<file path="config.mk">
export PLATFORM = sky130hd
export DESIGN_NAME = param_stack
export DESIGN_NICKNAME = d
export VERILOG_FILES = /design/src/rtl/param_stack.sv
export SDC_FILE = /design/constraint.sdc
export NUM_CORES = 1
export LEC_CHECK = 0
export ABC_AREA = 1
export CAP_MARGIN = 20
export CORE_AREA = 8 8 98 100
export DETAILED_ROUTE_END_ITERATION = 6
export DIE_AREA = 0 0 106 108
export PLACE_DENSITY = 0.52
export SLEW_MARGIN = 15
export SYNTH_ARGS = -nofsm -noshare
export SYNTH_HDL_FRONTEND = slang
export SYNTH_SLANG_ARGS = --single-unit
</file>
<file path="constraint.sdc">
create_clock -name clk -period 3.2 [get_ports clk]
set_input_delay 0.64 -clock clk [delete_from_list [all_inputs] [get_ports clk]]
set_output_delay 0.64 -clock clk [all_outputs]
set_load 0.01 [all_outputs]
</file>
<file path="src/rtl/param_stack.sv">
// LIFO stack over a DEPTH-entry circular buffer with PUSH/POP/GET-by-index.
// Outputs are registered; a full-stack push either drops the oldest entry or raises ERROR.
module param_stack #(
   parameter  int WIDTH     = 4,
   parameter  int DEPTH     = 5,
   parameter  int OVERWRITE = 1,
   localparam int IW        = ($clog2(DEPTH) > 1) ? $clog2(DEPTH) : 1,
   localparam int CW        = $clog2(DEPTH + 1)
) (
   input  logic             clk,
   input  logic             rst_n,
   input  logic [1:0]       command_i,
   input  logic [IW-1:0]    index_i,
   input  logic [WIDTH-1:0] data_i,
   output logic [WIDTH-1:0] data_o,
   output logic             valid_o,
   output logic             error_o,
   output logic             full_o,
   output logic             empty_o,
   output logic [CW-1:0]    count_o
);

   localparam logic [1:0] CMD_NOP  = 2'b00;
   localparam logic [1:0] CMD_PUSH = 2'b01;
   localparam logic [1:0] CMD_POP  = 2'b10;
   localparam logic [1:0] CMD_GET  = 2'b11;

   logic [WIDTH-1:0] mem_q [DEPTH];

   logic [IW-1:0]    head_q, head_d;
   logic [CW-1:0]    count_q, count_d;
   logic [WIDTH-1:0] data_q, data_d;
   logic             valid_q, valid_d;
   logic             error_q, error_d;
   logic             full_q, full_d;
   logic             empty_q, empty_d;
   logic             wr_en;

   logic [IW-1:0]    head_inc, head_dec, get_slot;
   logic [IW:0]      top_x, idx_x, slot_x;
   logic             index_ok;

   // Explicit modulo-DEPTH wrap; DEPTH need not be a power of two.
   assign head_inc = (head_q == IW'(DEPTH - 1)) ? '0 : head_q + IW'(1);
   assign head_dec = (head_q == '0) ? IW'(DEPTH - 1) : head_q - IW'(1);

   // Slot (HEAD-1-k) mod DEPTH, computed one bit wider to avoid binary wrap.
   assign top_x    = {1'b0, head_dec};
   assign idx_x    = {1'b0, index_i};
   assign slot_x   = (idx_x <= top_x) ? (top_x - idx_x)
                                      : (top_x + (IW+1)'(DEPTH) - idx_x);
   assign get_slot = slot_x[IW-1:0];
   assign index_ok = (CW'(index_i) < count_q);

   always_comb begin
      head_d  = head_q;
      count_d = count_q;
      data_d  = data_q;
      valid_d = 1'b0;
      error_d = 1'b0;
      wr_en   = 1'b0;
      case (command_i)
         CMD_PUSH: begin
            if (!full_q || (OVERWRITE != 0)) begin
               wr_en  = 1'b1;
               head_d = head_inc;
               if (!full_q) begin
                  count_d = count_q + CW'(1);
               end
            end else begin
               error_d = 1'b1;
            end
         end
         CMD_POP: begin
            if (!empty_q) begin
               data_d  = mem_q[head_dec];
               head_d  = head_dec;
               count_d = count_q - CW'(1);
               valid_d = 1'b1;
            end else begin
               error_d = 1'b1;
            end
         end
         CMD_GET: begin
            if (index_ok) begin
               data_d  = mem_q[get_slot];
               valid_d = 1'b1;
            end else begin
               error_d = 1'b1;
            end
         end
         CMD_NOP: ;
         default: ;
      endcase
      full_d  = (count_d == CW'(DEPTH));
      empty_d = (count_d == '0);
   end

   always_ff @(posedge clk or negedge rst_n) begin
      if (!rst_n) begin
         head_q  <= '0;
         count_q <= '0;
         data_q  <= '0;
         valid_q <= 1'b0;
         error_q <= 1'b0;
         full_q  <= 1'b0;
         empty_q <= 1'b1;
      end else begin
         head_q  <= head_d;
         count_q <= count_d;
         data_q  <= data_d;
         valid_q <= valid_d;
         error_q <= error_d;
         full_q  <= full_d;
         empty_q <= empty_d;
      end
   end

   // Storage holds no reset: slots beyond COUNT are never observable.
   always_ff @(posedge clk) begin
      if (wr_en && rst_n) begin
         mem_q[head_q] <= data_i;
      end
   end

   assign data_o  = data_q;
   assign valid_o = valid_q;
   assign error_o = error_q;
   assign full_o  = full_q;
   assign empty_o = empty_q;
   assign count_o = count_q;

endmodule

</file>
==> results_dict.tcl <==
set metrics [dict create \
    wire_per_inst_um 12.33 \
    ir_drop_uv 317.0 \
    setup-tns-final_ps 0 \
    ant_nets 0 \
    rr_endpoint "data_o[2]" \
    syn_area_per_cell_um2 8.494 \
    path_buf_inv 2 \
    power_switching_mw 1.375 \
    hold_path_class "in2async" \
    detail_route.iter0.violations 55 \
    critPathMaxStageDelay_ps 440 \
    skew_ps 8.996 \
    grt_pass1_vias 1778 \
    max_freq_mhz 368.5 \
    place_area_mm2 0.002646 \
    initial_core_util_pct 28.48 \
    post-place-ws_ps 479.2 \
    setup_ws_ps 486.2 \
    cts_made_buffers 5 \
    area_growth_syn_to_layout_pct 20.35 \
    h-tree-depth 2 \
    clk_pin_slew_worst_paths_ps 80 \
    fillers 858 \
    timing.hold.ws_ps 557.3 \
    yosysWarningCount 0 \
    antenna_found_initial 0 \
    synthCells 270 \
    clock_latency_ps 290 \
    setup.worst_path.end_class "register" \
    via_count 1764 \
    cts-resized-gates 0 \
    worst-r2r-cell-count 15 \
    cpMaxStageDelayCell "dfrtp_1" \
    ios 22 \
    drive_above_1_share_pct 12.67 \
    drv_slew 0 \
    pwr-share-seq_pct 21.3 \
    pwr-share-clk_pct 14.1 \
    synth.net_count 299 \
    track_usage_pct 9.518 \
    root_buffer "clkbuf_8" \
    period_share_pct 84.81 \
    relSlewSlack_pct 54.71 \
    tightest_slew_ps 672.2 \
    grt_pass1_wl_mm 8.776 \
    p_comb_share_pct 64.6 \
    coreArea_mm2 0.008051 \
    start_kind "register" \
    crit_fanout 12 \
    crit_type "reg2reg" \
    hold_buffers 0 \
    drc_errors 0 \
    p_per_area_mw_per_mm2 1041 \
    ys_seq_elements 34 \
    die_area_mm2 0.01145 \
    power.internal_mw 1.498 \
    n_antenna_cell 0 \
    hold_viol 0 \
    cp.required_ps 3430 \
    status "completed" \
    setup_viol 0 \
    final_cell_area_mm2 0.002760 \
    firstDrtPassIters 4 \
    synth_top_cell_area_share_pct 26.19 \
    drv_cap 0 \
    clock_path_buffers 2 \
    grt_overflow_total 0 \
    crit_chain "inv_1, ha_1, nand2_1, inv_2, nor2_4, ha_1, o21ai_2, nand2_4, nand2_4, nand2_8, o21ai_2, nand3_1, nand3_1, nand2_1, a21oi_2" \
    synth_area_mm2 0.002293 \
    fin_nets 328 \
    critical_path.top_delay_family "simple AND/OR/NAND/NOR gates" \
    postCtsSetupBuffers 0 \
    p_leak_nw 1.265 \
    place_congestion 0.8417 \
    viasPerCell 4.356 \
    yosys-top-cells-area "edfxtp_1 (26%), dfrtp_1 (14%), ha_1 (9.8%), inv_1 (9.2%), nand3_1 (6.8%)" \
    die_w_um 106 \
    io_buffers 21 \
    rows 33 \
    final.min_clock_period_ps 2714 \
    cp.arrival_ps 2940 \
    totalWireLength_mm 4.994 \
    synth_cell_types 29 \
    yosysTopAreaCell "edfxtp_1" \
    cts_tree "built" \
    p_sw_share_pct 47.84 \
    reg2reg_from "head_q[0]" \
    ys_seq_area_share_pct 41.52 \
    r2r_slack_ps 490 \
    post-dp-hpwl_mm 4.108 \
    grt_setup_unrepaired "false" \
    die_y_um 108 \
    clock_sinks 34 \
    grt_max_degree 13 \
]
## through the flow
stage                     instances  total power, mW  util [%]
final                           405            2.873     34.28
after global routing            405            3.180     34.28
after CTS                       405            2.903     34.28
after detailed placement        397            2.484     32.87
after global placement          397            2.477     32.87
after floorplan                 270            2.078         -
## worst max path at each step
stage / start / to / slack [ps] / cells after the start
6_report: head_q[0] / data_o[2] / 490 / 15
3_3_place_gp: head_q[0] / data_o[3] / 520 / 13
2_1_floorplan: head_q[0] / data_o[3] / 720 / 18
4_1_cts: head_q[0] / data_o[2] / 480 / 15
5_1_grt: head_q[0] / data_o[3] / 190 / 18
3_5_place_dp: head_q[0] / data_o[2] / 480 / 15
## cells in the final DEF, fill, tap and decap left out, types with 6 or more instances in the layout
master	count
dfrtp_1	13
nand3_1	31
edfxtp_1	20
clkdlybuf4s50_1	21
inv_2	6
inv_1	56
a21oi_1	24
ha_1	18
o21ai_0	16
nand2_1	39
## per-layer routing
| metal | global-route usage (%) | part of all wire [%] |
|---|---|---|
| met3 | 2.082 | 3.2 |
| met1 | 11.90 | 48 |
| met2 | 15.50 | 47 |
| met4 | 4.221 | 1.5 |
| met5 | 0 | 0 |
## synthesized netlist by cell type
cell / instances
a32o_1: 2
buf_4: 1
nand3_1: 31
a21oi_2: 3
and3b_1: 1
xor2_1: 1
dfstp_2: 1
inv_1: 56
dfrtp_1: 13
nor2_1: 3
nor3_4: 1
a21oi_1: 24
nand2_8: 1
inv_2: 6
ha_1: 18
o21ai_1: 5
nor2_4: 1
clkbuf_1: 1
xnor2_1: 2
o31ai_1: 1
nand3_4: 2
nand2_1: 39
nand2_4: 5
nor3_1: 4
o21ai_2: 2
nand2_2: 5
o211ai_1: 5
o21ai_0: 16
edfxtp_1: 20
## area by class of cell
| cell class | count | area [um2] | area share [%] |
|---|---|---|---|
| timing repair buffer | 24 | 232.7 | 8.432 |
| clock buffer | 5 | 68.82 | 2.493 |
| clock inverter | 3 | 45.04 | 1.632 |
| tap | 105 | 131.4 | 4.760 |
| multi-input combinational | 172 | 1097 | 39.76 |
| inverter | 62 | 232.7 | 8.432 |
| sequential | 34 | 952.2 | 34.50 |
## power by group through the flow
| stage | clock [mW] | sequential [mW] | combinational (mW) |
|---|---|---|---|
| after floorplan | 0 | 0.638 | 1.44 |
| after global placement | 0 | 0.621 | 1.86 |
| after detailed placement | 0 | 0.623 | 1.86 |
| after CTS | 0.418 | 0.614 | 1.87 |
| after global routing | 0.437 | 0.627 | 2.12 |
| final | 0.405 | 0.613 | 1.86 |
## state kept, by name, indices dropped and copies added (netlist names)
signal / count
full_o: 1
valid_o: 1
error_o: 1
mem_q: 20
empty_o: 1
head_q: 3
count_o: 3
data_o: 4
## cells by family after synthesis
logic type	count (synthesis)	synth area share, %
buffers and inverters	64	10.64
AND/OR/NAND/NOR	93	22.31
XOR/XNOR	3	1.146
flip-flops	34	41.52
adder cells (fa/ha/maj)	18	9.820
AO/OA/AOI/OAI	58	14.57
No activity file was read; power rests on OpenSTA's default activity.
